`config.mk`:
```
export PLATFORM = sky130hd
export DESIGN_NAME = fpu_issuer_flat
export DESIGN_NICKNAME = d
export VERILOG_FILES = /design/src/rtl/fpu_issuer_if.sv /design/src/rtl/fpu_issuer.sv /design/src/flat_wrapper.sv
export SDC_FILE = /design/constraint.sdc
export NUM_CORES = 1
export LEC_CHECK = 0
export ABC_AREA = 1
export BUFFER_PORTS_ARGS = -buffer_cell sky130_fd_sc_hd__buf_2
export CORE_ASPECT_RATIO = 0.6
export CORE_UTILIZATION = 30
export DETAILED_ROUTE_END_ITERATION = 8
export SLEW_MARGIN = 30
export SYNTH_ARGS = -nofsm -noshare
export SYNTH_HDL_FRONTEND = slang
export SYNTH_SLANG_ARGS = --single-unit
```
`constraint.sdc`:
```
create_clock -name clk -period 9.08 [get_ports clk]
set_input_delay 1.816 -clock clk [delete_from_list [all_inputs] [get_ports clk]]
set_output_delay 1.816 -clock clk [all_outputs]
set_load 0.02 [all_outputs]
```
`src/rtl/fpu_issuer_if.sv`:
```
// Host/FPU bundle seen by the fpu_issuer.
// slave is the issuer side, master is the host plus FPU side.
interface fpu_issuer_if;
    logic        req_valid;
    logic        req_ready;
    logic [31:0] req_a;
    logic [31:0] req_b;
    logic [1:0]  req_op;
    logic        rsp_valid;
    logic        rsp_ready;
    logic [31:0] rsp_r;
    logic        rsp_timeout;
    logic [31:0] fpu_a;
    logic [31:0] fpu_b;
    logic [1:0]  fpu_op;
    logic        fpu_start;
    logic        fpu_done;
    logic [31:0] fpu_r;
    logic        busy;
    logic [7:0]  to_count;

    modport slave (
        input  req_valid, req_a, req_b, req_op, rsp_ready,
        input  fpu_done, fpu_r,
        output req_ready, rsp_valid, rsp_r, rsp_timeout,
        output fpu_a, fpu_b, fpu_op, fpu_start, busy, to_count
    );

    modport master (
        output req_valid, req_a, req_b, req_op, rsp_ready,
        output fpu_done, fpu_r,
        input  req_ready, rsp_valid, rsp_r, rsp_timeout,
        input  fpu_a, fpu_b, fpu_op, fpu_start, busy, to_count
    );
endinterface

```
`src/rtl/fpu_issuer.sv`:
```
// Requester for the FPU start/done port: issues one op at a time,
// queues results in a small FWFT FIFO, watchdog turns a hang into a qNaN.
module fpu_issuer #(
    parameter int TIMEOUT   = 200,
    parameter int TO_W      = 8,
    parameter int RSP_DEPTH = 2
) (
    input logic         clk,
    input logic         rst,
    fpu_issuer_if.slave bus
);
    localparam int PW = $clog2(RSP_DEPTH);
    localparam logic [31:0]     QNAN    = 32'h7FC00000;
    localparam logic [TO_W-1:0] WD_LAST = TO_W'(TIMEOUT - 1);
    localparam logic [PW:0]     FULL    = (PW+1)'(RSP_DEPTH);

    typedef enum logic [1:0] {IDLE, LOAD, LAUNCH, WAIT} state_t;

    state_t          state;
    logic [TO_W-1:0] wdog;
    logic [31:0]     aQ;
    logic [31:0]     bQ;
    logic [1:0]      opQ;
    logic            startQ;
    logic [7:0]      toCnt;

    logic [PW-1:0]   wrPtr;
    logic [PW-1:0]   rdPtr;
    logic [PW:0]     count;
    logic [31:0]     memR  [RSP_DEPTH];
    logic            memTo [RSP_DEPTH];

    logic        accept;
    logic        doneHit;
    logic        abortHit;
    logic        push;
    logic        pop;
    logic [31:0] pushR;

    assign bus.req_ready = (state == IDLE) && (count < FULL);
    assign accept   = bus.req_valid && bus.req_ready;
    // done outside WAIT is a stale pulse from the previous op
    assign doneHit  = (state == WAIT) && bus.fpu_done;
    assign abortHit = (state == WAIT) && !bus.fpu_done && (wdog == WD_LAST);
    assign push     = doneHit || abortHit;
    assign pop      = (count != '0) && bus.rsp_ready;
    assign pushR    = doneHit ? bus.fpu_r : QNAN;

    always_ff @(posedge clk or posedge rst) begin
        if (rst) begin
            state  <= IDLE;
            wdog   <= '0;
            aQ     <= '0;
            bQ     <= '0;
            opQ    <= '0;
            startQ <= 1'b0;
            toCnt  <= '0;
        end else begin
            startQ <= (state == LOAD);
            if (abortHit && toCnt != 8'hFF) toCnt <= toCnt + 8'd1;
            unique case (state)
                IDLE: begin
                    if (accept) begin
                        aQ    <= bus.req_a;
                        bQ    <= bus.req_b;
                        opQ   <= bus.req_op;
                        state <= LOAD;
                    end
                end
                LOAD: state <= LAUNCH;
                LAUNCH: begin
                    wdog  <= '0;
                    state <= WAIT;
                end
                WAIT: begin
                    if (push) state <= IDLE;
                    else      wdog  <= wdog + TO_W'(1);
                end
            endcase
        end
    end

    always_ff @(posedge clk or posedge rst) begin
        if (rst) begin
            wrPtr <= '0;
            rdPtr <= '0;
            count <= '0;
        end else begin
            if (push) wrPtr <= wrPtr + PW'(1);
            if (pop)  rdPtr <= rdPtr + PW'(1);
            unique case ({push, pop})
                2'b10:   count <= count + (PW+1)'(1);
                2'b01:   count <= count - (PW+1)'(1);
                default: count <= count;
            endcase
        end
    end

    always_ff @(posedge clk) begin
        if (push) begin
            memR[wrPtr]  <= pushR;
            memTo[wrPtr] <= abortHit;
        end
    end

    assign bus.rsp_valid   = (count != '0);
    assign bus.rsp_r       = bus.rsp_valid ? memR[rdPtr] : '0;
    assign bus.rsp_timeout = bus.rsp_valid && memTo[rdPtr];
    assign bus.fpu_a       = aQ;
    assign bus.fpu_b       = bQ;
    assign bus.fpu_op      = opQ;
    assign bus.fpu_start   = startQ;
    assign bus.busy        = (state != IDLE);
    assign bus.to_count    = toCnt;
endmodule

```
`src/flat_wrapper.sv`:
```
// flat-port wrapper written by rule: the top's interface ports become plain ports
module fpu_issuer_flat 
#(
    parameter int TIMEOUT   = 200,
    parameter int TO_W      = 8,
    parameter int RSP_DEPTH = 2
)
  (clk, rst, bus_req_valid, bus_req_a, bus_req_b, bus_req_op, bus_rsp_ready, bus_fpu_done, bus_fpu_r, bus_req_ready, bus_rsp_valid, bus_rsp_r, bus_rsp_timeout, bus_fpu_a, bus_fpu_b, bus_fpu_op, bus_fpu_start, bus_busy, bus_to_count);
  fpu_issuer_if bus_i ();
  input logic clk;
  input logic rst;
  input wire logic [$bits(bus_i.req_valid)-1:0] bus_req_valid;
  input wire logic [$bits(bus_i.req_a)-1:0] bus_req_a;
  input wire logic [$bits(bus_i.req_b)-1:0] bus_req_b;
  input wire logic [$bits(bus_i.req_op)-1:0] bus_req_op;
  input wire logic [$bits(bus_i.rsp_ready)-1:0] bus_rsp_ready;
  input wire logic [$bits(bus_i.fpu_done)-1:0] bus_fpu_done;
  input wire logic [$bits(bus_i.fpu_r)-1:0] bus_fpu_r;
  output wire logic [$bits(bus_i.req_ready)-1:0] bus_req_ready;
  output wire logic [$bits(bus_i.rsp_valid)-1:0] bus_rsp_valid;
  output wire logic [$bits(bus_i.rsp_r)-1:0] bus_rsp_r;
  output wire logic [$bits(bus_i.rsp_timeout)-1:0] bus_rsp_timeout;
  output wire logic [$bits(bus_i.fpu_a)-1:0] bus_fpu_a;
  output wire logic [$bits(bus_i.fpu_b)-1:0] bus_fpu_b;
  output wire logic [$bits(bus_i.fpu_op)-1:0] bus_fpu_op;
  output wire logic [$bits(bus_i.fpu_start)-1:0] bus_fpu_start;
  output wire logic [$bits(bus_i.busy)-1:0] bus_busy;
  output wire logic [$bits(bus_i.to_count)-1:0] bus_to_count;
  assign bus_i.req_valid = bus_req_valid;
  assign bus_i.req_a = bus_req_a;
  assign bus_i.req_b = bus_req_b;
  assign bus_i.req_op = bus_req_op;
  assign bus_i.rsp_ready = bus_rsp_ready;
  assign bus_i.fpu_done = bus_fpu_done;
  assign bus_i.fpu_r = bus_fpu_r;
  assign bus_req_ready = bus_i.req_ready;
  assign bus_rsp_valid = bus_i.rsp_valid;
  assign bus_rsp_r = bus_i.rsp_r;
  assign bus_rsp_timeout = bus_i.rsp_timeout;
  assign bus_fpu_a = bus_i.fpu_a;
  assign bus_fpu_b = bus_i.fpu_b;
  assign bus_fpu_op = bus_i.fpu_op;
  assign bus_fpu_start = bus_i.fpu_start;
  assign bus_busy = bus_i.busy;
  assign bus_to_count = bus_i.to_count;
  fpu_issuer #(.TIMEOUT(TIMEOUT), .TO_W(TO_W), .RSP_DEPTH(RSP_DEPTH)) u_core (.clk(clk), .rst(rst), .bus(bus_i));
endmodule
```
======== Word level (Yosys, flattened, before mapping) ========
Memories as Yosys holds them, arrays and structs flattened.
Index checks and enable logic that the tools add are counted.
W data, S select, Z words.
operators by class
  $add $sub $neg .......................... 6
  magnitude comparators ................... 1
  eq/ne operators ......................... 10
  multiplexer cells ....................... 10
  reductions and logical operators ........ 18
operator list
  cell                   number
  $mux W32               2
  $add A8 B1 Y8 const B  2
  $pmux W8 S2            1
  $eq A8 B8 Y1 const B   1
  $logic_and A1 B1 Y1    8
  $mux W8                1
  $ne A8 B8 Y1 const B   1
  $pmux W2 S4            1
  $reduce_bool A2 Y1     4
  $eq A2 B2 Y1 const B   3
  $reduce_and A2 Y1      3
  $eq A2 B1 Y1 const B   2
  $mux W2                2
  $ne A2 B1 Y1 const B   2
  $pmux W2 S2            1
  $add A1 B1 Y1 const B  2
  $add A2 B1 Y2 const B  1
  $logic_not A2 Y1       1
  $lt A2 B2 Y1 const B   1
  $mux W1                2
  $ne A2 B2 Y1 const B   1
  $sub A2 B1 Y2 const B  1
  $logic_not A1 Y1       1
  $logic_or A1 B1 Y1     1
word-level totals
  register bits ........................... 89
  memory bits (writable) .................. 66
  input bits .............................. 103
  output and inout port bits .............. 111
  word-level logic and storage cells ...... 57
  memories ................................ 2
memory list
  memory        words  bits a word  read ports  clocked after memory_dff  wr ports  RTL line          RTL
  u_core.memR   2      32           1           0                         1         fpu_issuer.sv:30  logic [31:0] memR [RSP_DEPTH];
  u_core.memTo  2      1            1           0                         1         fpu_issuer.sv:31  logic memTo [RSP_DEPTH];

======== Longest topological paths before layout ========
Gate-level depths: netlist (run 1).
  depth in word-level cells ............... 6
  depth in mapped cells ................... 11

======== Worst setup path after synthesis (run 1) ========
No wires, ideal clock.
  path type ............................... input to register
  start ................................... in bus_fpu_done
  end ..................................... mem u_core.memR[1][0] (enable)
  setup time .............................. 0.423 ns
  data arrival time ....................... 3.672 ns
  required time ........................... 8.657 ns
  slack ................................... 4.985 ns
  stages on the path ...................... 5
  buffers on the path ..................... 0
  cell sequence ........................... nor2_1 > nand3_1 > nand2_1 > inv_1 > nor2_1
on the way
  longest elaborated chain between the ends .. 6
  elaborated cells on any way between the ends .. 7
  classes of those cells .................. mux: 2; reduce/logical: 5
RTL lines
  element                            RTL line            RTL
  start, declared                    flat_wrapper.sv:17  input wire logic [$bits(bus_i.fpu_done)-1:0] bus_fpu_done;
  $logic_not A1 Y1                   fpu_issuer.sv:44    assign abortHit = (state == WAIT) && !bus.fpu_done && (wdog == WD_LAST);
  $logic_and A1 B1 Y1 (2 in series)  fpu_issuer.sv:44
  $logic_or A1 B1 Y1 *               fpu_issuer.sv:45    assign push = doneHit || abortHit;
  $mux W1 *                          fpu_issuer.sv:100   if (push) begin
  $mux W1 (not written as such) *    fpu_issuer.sv:101   memR[wrPtr] <= pushR;
  end, declared                      fpu_issuer.sv:30
Every way passes the cells marked *; elsewhere a longest branch is shown, timed or not.

======== Final worst setup path (run 1) ========
  start ................................... reg u_core.rdPtr
  end ..................................... out bus_rsp_r[1]
on the way
  longest elaborated chain between the ends .. 2
RTL lines
  element                 RTL line            RTL
  start, declared         fpu_issuer.sv:28    logic [PW-1:0] rdPtr;
  start signal, assigned  fpu_issuer.sv:90    if (pop) rdPtr <= rdPtr + PW'(1);
  $mem_v2 Z2 W32          --
  $mux W32                fpu_issuer.sv:107   assign bus.rsp_r = bus.rsp_valid ? memR[rdPtr] : '0;
  end, declared           flat_wrapper.sv:21  output wire logic [$bits(bus_i.rsp_r)-1:0] bus_rsp_r;
No other way between the ends.

==> results of run 1 <==
==> final timing paths <==
check / start / end / slack [ns] / depth (start not counted)
max: u_core.rdPtr / bus_rsp_r[1] / 5.44 / 4
min: u_core.wrPtr / u_core.wrPtr / 0.48 / 2
max reg2reg: u_core.wdog[0] / u_core.memR[1][12] / 6.79 / 8
min reg2reg: u_core.wrPtr / u_core.wrPtr / 0.48 / 2
max in group asynchronous: rst / u_core.bus.to_count[2] / 6.45 / 3
min in group asynchronous: rst / u_core.bus.fpu_b[14] / 1.48 / 2
==> synth_stat cells (all sizes together) <==
| cell | instances | area [sq um] |
|---|---|---|
| dfrtp | 89 | 2227 |
| nor2 | 39 | 156.4 |
| nor3 | 1 | 5.000 |
| ha | 8 | 100.1 |
| inv | 62 | 232.7 |
| edfxtp | 66 | 1982 |
| nand2 | 147 | 554.3 |
| or2 | 10 | 62.56 |
| nand4 | 7 | 50.05 |
| nand3b | 1 | 7.510 |
| buf | 12 | 85.08 |
| a21oi | 34 | 170.2 |
| xnor2 | 3 | 26.28 |
| mux2 | 66 | 852.1 |
| xor2 | 5 | 43.79 |
| o21ai | 3 | 15.01 |
| nand3 | 17 | 85.08 |
| clkbuf | 9 | 33.78 |
==> state kept, by name (all words and copies together), names as in the netlist <==
name	count
u_core.bus.fpu_start	1
u_core.count	2
u_core.bus.fpu_b	32
u_core.rdPtr	1
u_core.wdog	8
u_core.memR	64
u_core.wrPtr	1
u_core.bus.fpu_a	32
u_core.memTo	2
u_core.bus.fpu_op	2
u_core.bus.to_count	8
u_core.state	2
==> metal layers <==
metal,track usage,vias up,wire [um]
met3,0.05931,10,1270
met2,0.2032,153,6557
met4,0.03839,2,133
met5,0,-,13
li1,-,2323,-
met1,0.1854,2154,7343
==> where the power goes <==
part | switching, mW | internal, mW
Combinational | 0.716 | 0.458
Sequential | 0.103 | 0.944
Clock | 0.286 | 0.402
Total | 1.10 | 1.80
==> placed cells by master, fill, tap and decap left out, drive strengths merged <==
| cell | instances |
|---|---|
| buf | 219 |
| nand2 | 147 |
| dfrtp | 89 |
| edfxtp | 66 |
| inv | 66 |
| mux2 | 66 |
| nor2 | 39 |
| a21oi | 34 |
| clkbuf | 22 |
| nand3 | 17 |
| or2 | 10 |
| ha | 8 |
| nand4 | 7 |
| xor2 | 5 |
| o21ai | 3 |
| xnor2 | 3 |
| clkinv | 3 |
| diode | 1 |
| nand3b | 1 |
| nor3 | 1 |
| clkinvlp | 1 |
| bufinv | 1 |
==> worst min-delay path, delay by kind of cell, from the launching register on <==
kind | cells | cell delay, ns
flops | 1 | 0.35
simple gates | 2 | 0.11
==> cells by family after synthesis <==
kind of cell | Yosys count | synth area share
flip-flops | 155 | 0.6293
multiplexers | 66 | 0.1274
AO/OA/AOI/OAI | 37 | 0.02768
buffers and inverters | 83 | 0.05256
XOR/XNOR | 8 | 0.01048
AND/OR/NAND/NOR | 222 | 0.1377
adder cells (fa/ha/maj) | 8 | 0.01497
==> final cells by class <==
type,count,area share
antenna,1,0.0002896
clock buffer,22,0.05532
clock inverter,9,0.009703
inverter,62,0.02708
multi-input combinational,341,0.2491
sequential,155,0.4872
tap,279,0.04041
timing repair buffer,219,0.1309
==> key figures, run 1 <==
GRT
  – Via count of the first global-routing pass: 4,689
  – Initial antenna violation count: 1
  – Global-route wire length before repair: 24,720 um
  – Gr usage total: 0.1385
  – Global route total overflow: 0
  – Maximum number of pins on one net before global-route repair: 68

Clock tree
  – Setup Fix Bufs, Post-CTS: 0
  – Htree depth: 4
  – Clock latency on the worst-skew pair: 0.42 ns
  – PostCTS Resize Cnt: 0
  – Num CTS Buffers: 17
  – Clock-pin slew on the worst setup and hold paths: around 0.060 ns
  – Clk sinks: 155
  – CTS tree: done
  – Clk Tree Root Cell: clkbuf_16
  – CTS hold repair buffers: 0
  – Bufs on Longest Clock Path: 2

Timing
  – Final hold violations: 0
  – WHS: 0.4821 ns
  – Fin. max-slew vios: 0
  – Final Cycle Share: 0.4011
  – RSZ-0062 raised after global routing: false
  – Setup TNS: 0 ns
  – Rel. slew slack: 0.5385
  – Final min period: 3.642 ns
  – Final Setup Violations: 0
  – Final WS setup: about 5.4 ns
  – Skew final: 0.007957 ns
  – FMAX: 274.6 MHz
  – Tightest Pin Transition: 0.6915 ns

Yosys
  – Avg Cell Area, Syn: 11.55 sq um
  – Post-Syn Area: 6689 sq um
  – Post-Syn Instances: around 580
  – Sequential-to-total area share from yosys stat: 0.6293
  – Synth Register Bits: about 160
  – Total of warnings raised by yosys: 0
  – Synth Net Count: around 700
  – Netlist cell types: 27

Final layout
  – Area grow syn2layout: 29.16%
  – Filler cells: 2,078
  – Finished Layout Cells: ~1,100
  – Final core occ: 0.4029
  – Multi-input logic area: 2152 sq um
  – Nets: just over 900
  – Post-layout instance area: roughly 8600 sq um
  – Register Area: about 4200 sq um
  – Layout cells sized above 1: 0.4146

Placement
  – Port-buffer cells: 213
  – Placed inst area: 8075 sq um
  – GPL Wtd Cong: approximately 0.78
  – HPWL Detailed: 10,250 um
  – Place WS: 5.589 ns
  – Placed Cells: 1,056

Setup path
  – CP required: 7.26 ns
  – Worst Setup End Kind: output port
  – CP Data Arrival Time: around 1.8 ns
  – Critical path launch point type: flip-flop
  – Crit-path max cell delay: 0.47 ns
  – CP max FO: 33
  – Critical Path Slowest Stage Cell: inv_2
  – CP bufs+invs: 2
  – Critical path type: reg2out
  – CP cell instances: inv_2 -> nand2_1 -> a21oi_1 -> buf_2
  – Crit-path leading delay family: buffers and inverters

Floorplan
  – Die Area: about 23,000 sq um
  – Number of I/O pins: between 200 and 250
  – Chip height: 117.7 um
  – Die X: 194.8 um
  – Rows: 41
  – Core ar.: 21,440 sq um
  – Initial core utilization: 0.3119

Pwr
  – Power per cell area: roughly 340 nW/um^2
  – Total Power: about 2.9 mW
  – VDD IR-drop max: 0.1678 mV
  – LEAKAGE: 4.293 nW

Route
  – Wire length per cell: ~14 um
  – # DRC: 0
  – DR pass1 iterations: 4
  – Drt via density: 4.267
  – Total number of vias: 4,642
  – ANT nets after route: 0
  – Initial drt markers: 195
  – Detailed Route WL: 15,320 um

Job
  – Max-cap viol count: 0

Run status
  – Status: finished clean

Hold path
  – Hold Crit Class: reg2reg
Power figures use the tool's default switching activity.
==> inputs of run 2 (changes only) <==
Settings changed: ABC_AREA 1 to 0.
Clock period 9.08 ns to 3.4 ns, I/O delays scaled along.
==> run 2 against run 1 <==
Utilization increased by 0.24 points; synthesized area decreased by 4.5%; global-route usage decreased by 0.79 points; power increased to 2.6 times the previous value; first-iteration DRC count decreased by 6.7%; register-to-register slack got worse by 5.5 ns; clock skew increased by 0.0011 ns.
==> key figures, run 2 <==
Final layout
  – ANT cells: 0
  – Most common cell after layout, fill and taps aside: buf_2
  – Nets: 767
  – Reg with most FFs: u_core.memR
  – Post-layout instance area: 8275 sq um
  – Register Area: 4213 sq um
  – Layout cells sized above 1: 0.5052
  – Finished Layout Cells: 942
  – Area grow syn2layout: 29.51%
  – Filler cells: 1,920
  – Most frequent cells in the layout: buf_2, dfrtp_1, mux2_2
  – Final core occ: 0.4053
  – Multi-input logic area: slightly above 2000 sq um
  – Max reg flops: 64

Clock tree
  – Bufs on Longest Clock Path: 2
  – Clock-pin slew on the worst setup and hold paths: 0.06 ns
  – Num CTS Buffers: 17
  – Clock latency on the worst-skew pair: 0.42 ns
  – PostCTS Resize Cnt: 0
  – Clk Tree Root Cell: clkbuf_16
  – Htree depth: 4
  – CTS tree: done
  – Clk sinks: 155
  – CTS hold repair buffers: 0
  – Setup Fix Bufs, Post-CTS: 0

Pwr
  – Logic pwr share: 0.390
  – Sw Ratio: 0.3789
  – Pint: 4.659 mW
  – Power per cell area: 906.5 nW/um^2
  – Sequential share of power: 0.391
  – Clk pwr share: 0.219
  – VDD IR-drop max: approximately 0.33 mV
  – NetSw: 2.843 mW
  – Total Power: 7.502 mW
  – LEAKAGE: 3.836 nW

GRT
  – Global route total overflow: 0
  – Global-route wire length before repair: 21,710 um
  – Initial antenna violation count: 0
  – Gr usage total: 0.1306
  – Maximum number of pins on one net before global-route repair: 67
  – Via count of the first global-routing pass: 4,348

Timing
  – Tightest Pin Transition: 0.8216 ns
  – Final WS setup: between 0.9 and 1 ns
  – Final Cycle Share: 0.7321
  – Fin. max-slew vios: 0
  – RSZ-0062 raised after global routing: false
  – Final Setup Violations: 0
  – FMAX: approximately 400 MHz
  – WHS: 0.2894 ns
  – Final min period: about 2.5 ns
  – Skew final: 0.009070 ns
  – Rel. slew slack: 0.4522
  – Setup TNS: 0 ns
  – Final hold violations: 0

Setup path
  – CP cell instances: mux2i_1 -> nor2_1 -> buf_2
  – CP max FO: 34
  – Critical path launch point type: flip-flop
  – CP required: 2.72 ns
  – CP Data Arrival Time: between 1.5 and 2 ns
  – Critical path type: reg2out
  – Worst Setup End Kind: output port
  – Critical Path Slowest Stage Cell: dfrtp_4
  – CP bufs+invs: 1
  – Crit-path max cell delay: 0.82 ns
  – Crit-path leading delay family: flip-flops

Yosys
  – EDFF count, synth: 66
  – Fraction of registers with async set/reset: 0.5742
  – Netlist cell types: 34
  – Area fraction of the dominant cell type after synthesis: 0.3485
  – Avg Cell Area, Syn: 14.59 sq um
  – Total of warnings raised by yosys: 0
  – Post-Syn Area: 6390 sq um
  – Top-count cell post-synth: dfrtp_1
  – Ys flop type: dfrtp_1
  – Synth top cells by count: dfrtp_1, mux2_2, edfxtp_1
  – Synth Register Bits: 155
  – Biggest area consumer among synthesized cells: dfrtp_1
  – Post-Syn Instances: 438
  – Sequential-to-total area share from yosys stat: 0.6587
  – Top cells by area, synth: dfrtp_1, edfxtp_1, mux2_2
  – Synth Net Count: approximately 550

Placement
  – GPL Wtd Cong: 0.8237
  – Port-buffer cells: 213
  – Placed Cells: 910
  – Placed inst area: about 7800 sq um
  – HPWL Detailed: between 10,000 and 15,000 um
  – Place WS: 1.098 ns

Floorplan
  – Core ar.: 20,420 sq um
  – Chip height: 115.0 um
  – Rows: 40
  – Die X: approximately 190 um
  – Number of I/O pins: 214
  – Initial core utilization: 0.3129
  – Die Area: 21,910 sq um

Route
  – Initial drt markers: 182
  – Total number of vias: 4,157
  – DR pass1 iterations: 4
  – Detailed Route WL: 13,870 um
  – Drt via density: 4.413
  – ANT nets after route: 0
  – Wire length per cell: 14.72 um
  – # DRC: 0

Run status
  – Status: finished clean

Job
  – Max-cap viol count: 0

Hold path
  – Hold Crit Class: in2async
==> run 2: cells by family after synthesis <==
group	Yosys count	share of synthesized area
DFF	155	0.6587
adders and majority gates	8	0.01567
and+or+nand+nor	118	0.09987
xor gates and xnor gates	14	0.01919
muxes	104	0.1764
buffers and inverters	31	0.02271
AOI/OAI and AO/OA	8	0.007441
==> run 2: routing by layer <==
layer	global-route usage	up-vias	part of all wire
met2	0.2082	115	0.47
met3	0.04396	12	0.054
met1	0.1653	2040	0.46
met4	0.04907	0	0.012
met5	0	-	0
li1	-	1990	-
==> run 2: path summary, 6_finish.rpt <==
| path | slack [ns] | depth (start not counted) | start | end |
|---|---|---|---|---|
| max | 0.91 | 3 | u_core.rdPtr | bus_rsp_r[30] |
| min | 0.29 | 2 | rst | u_core.bus.fpu_b[16] |
| max reg2reg | 1.27 | 6 | u_core.wdog[0] | u_core.memR[0][10] |
| min reg2reg | 0.48 | 1 | u_core.wdog[7] | u_core.wdog[7] |
| max in group asynchronous | 2.31 | 3 | rst | u_core.bus.to_count[2] |
| min in group clk | 0.48 | 1 | u_core.wdog[7] | u_core.wdog[7] |
==> run 2: cell type report <==
cell class,instances,area share
clock inverters,14,0.009828
inverters,10,0.004687
repair buffers,220,0.1352
flip-flops and latches,155,0.5091
well taps,273,0.04128
multi-input cells,252,0.2481
clock buffers,18,0.05186
==> run 2: power groups by stage <==
stage	Combinational [mW]	Sequential (mW)	Clock, mW
after floorplan	1.55	3.34	0
after global placement	2.92	2.94	0
after detailed placement	2.98	2.97	0
after CTS	2.98	2.94	1.71
after global routing	3.16	3.01	1.80
final	2.92	2.93	1.65
==> inputs of run 3 (changes only) <==
Clock period 3.4 ns to 2.4 ns, I/O delays scaled along.
==> run 3 against run 2 <==
Critical path type unchanged; clock skew decreased by 0.0011 ns; final area increased by 2.1%; global-route usage increased by 0.13 points; largest power group is now combinational logic; combinational power increased by 49%; largest cell class unchanged; hold slack got worse by 0.17 ns; clock power increased by 64%; non-clock buffer count increased by 4; first-iteration DRC count decreased by 19%.
==> key figures, run 3 (synthesis gave the netlist of run 2 again) <==
Run status
  – Status: finished clean

Pwr
  – Sequential share of power: 0.363
  – Power per cell area: 1309 nW/um^2
  – NetSw: slightly above 4 mW
  – VDD IR-drop max: 0.5083 mV
  – Total Power: 11.06 mW
  – Pint: between 6 and 7 mW
  – Logic pwr share: 0.393
  – Clk pwr share: 0.244
  – LEAKAGE: 3.900 nW
  – Sw Ratio: 0.3701

Route
  – Initial drt markers: 147
  – DR pass1 iterations: 4
  – Detailed Route WL: 14,090 um
  – Total number of vias: ~4,200
  – Wire length per cell: 14.88 um
  – Drt via density: approximately 4.4
  – ANT nets after route: 0
  – # DRC: 0

Placement
  – GPL Wtd Cong: 0.7615
  – Placed inst area: between 7000 and 8000 sq um
  – HPWL Detailed: 10,320 um
  – Port-buffer cells: 213

Clock tree
  – Clock latency on the worst-skew pair: 0.42 ns
  – Setup Fix Bufs, Post-CTS: 0
  – Clock-pin slew on the worst setup and hold paths: 0.06 ns
  – Bufs on Longest Clock Path: 2
  – PostCTS Resize Cnt: 0
  – Htree depth: 4
  – CTS tree: done
  – Clk sinks: 155
  – Num CTS Buffers: 17
  – CTS hold repair buffers: 0
  – Clk Tree Root Cell: clkbuf_16

Final layout
  – Area grow syn2layout: 32.19%
  – Reg with most FFs: u_core.memR
  – Most frequent cells in the layout: buf_2, dfrtp_1, mux2_2
  – Layout cells sized above 1: 0.5111
  – Max reg flops: 64
  – Post-layout instance area: 8447 sq um
  – Nets: 771
  – Most common cell after layout, fill and taps aside: buf_2

Setup path
  – Beginning of the critical path: u_core.rdPtr
  – Critical path type: reg2out
  – Worst Setup End Kind: output port
  – Critical path launch point type: flip-flop
  – CP Data Arrival Time: 1.63 ns
  – CP max FO: 16
  – CP required: approximately 1.9 ns
  – RR Startpoint: u_core.wdog[0]

Floorplan
  – Chip height: 115.0 um
  – Rows: 40
  – Initial core utilization: 0.3129
  – Number of I/O pins: 214
  – Die X: about 190 um
  – Core ar.: 20,420 sq um
  – Die Area: 21,910 sq um

GRT
  – Global-route wire length before repair: ~22,000 um
  – Maximum number of pins on one net before global-route repair: between 60 and 70
  – Global route total overflow: 0
  – Initial antenna violation count: 1
  – Gr usage total: 0.1320
  – Via count of the first global-routing pass: 4,458

Timing
  – Fin. max-slew vios: 0
  – Final hold violations: 0
  – WHS: roughly 0.12 ns
  – Final Setup Violations: 0
  – FMAX: 474.3 MHz
  – Final Cycle Share: 0.8785
  – Rel. slew slack: 0.6679
  – Final min period: around 2.1 ns
  – Skew final: 0.008013 ns
  – Setup TNS: 0 ns
  – Tightest Pin Transition: 0.4981 ns
  – RSZ-0062 raised after global routing: false

Hold path
  – Hold Crit Class: in2async

Job
  – Max-cap viol count: 0
## run 3: cell types whose count changed in the layout (fill, tap and decap cells not counted), sizes merged
| cell | before | now |
|---|---|---|
| clkbuf | 18 | 22 |
| buf | 220 | 224 |
| clkinv | 11 | 4 |
| clkinvlp | 3 | 5 |
| diode | 0 | 1 |
| bufinv | 0 | 1 |
## run 3: per-layer routing
layer | wire length [um] | share of wire | global-route usage
met5 | 0 | 0 | 0
met4 | 231 | 0.016 | 0.05547
met3 | 747 | 0.053 | 0.04060
met2 | 6803 | 0.48 | 0.2148
met1 | 6306 | 0.45 | 0.1636
## run 3: final timing paths
kind | to | slack, ns | depth (start not counted)
setup / recovery | bus_rsp_r[26] | 0.29 | 4
hold / removal | u_core.bus.fpu_b[16] | 0.12 | 3
setup reg to reg | u_core.count[1] | 0.43 | 7
hold reg to reg | u_core.bus.fpu_b[4] | 0.50 | 1
max in group asynchronous | u_core.bus.fpu_b[6] | 1.82 | 3
min in group clk | u_core.bus.fpu_b[26] | 0.29 | 2
## run 3: critical path: stages, from the launching register on
cell,delay [ns]
dfrtp_2,0.35
buf_4,0.28
mux2i_1,0.31
nor2_1,0.08
buf_2,0.17
## run 3: through the flow
step,setup slack [ns],cells,util
6_report,0.2916,947,0.4137
4_1_cts,0.2434,946,0.4135
5_1_grt,0.1728,947,0.4137
2_1_floorplan,-0.4991,438,-
3_5_place_dp,0.4457,914,0.3836
3_3_place_gp,0.4567,914,0.3836
## run 3: final cells by class
type                    count  area (sq um)
multi-input cells         252          2053
inverters                  10         41.29
flip-flops and latches    155          4210
clock buffers              22         508.0
diodes                      1         2.502
clock inverters            10         103.9
fillers                  1941         11970
well taps                 273         341.6
repair buffers            224          1186
## run 3: power groups by stage
| stage | logic (mW) | registers, mW | clock network (mW) |
|---|---|---|---|
| finish | 4.34 | 4.02 | 2.70 |
| global route | 4.71 | 4.11 | 2.89 |
| CTS | 4.43 | 4.02 | 2.79 |
| detailed placement | 4.42 | 4.07 | 0 |
| global placement | 4.34 | 4.01 | 0 |
| floorplan | 2.19 | 4.74 | 0 |
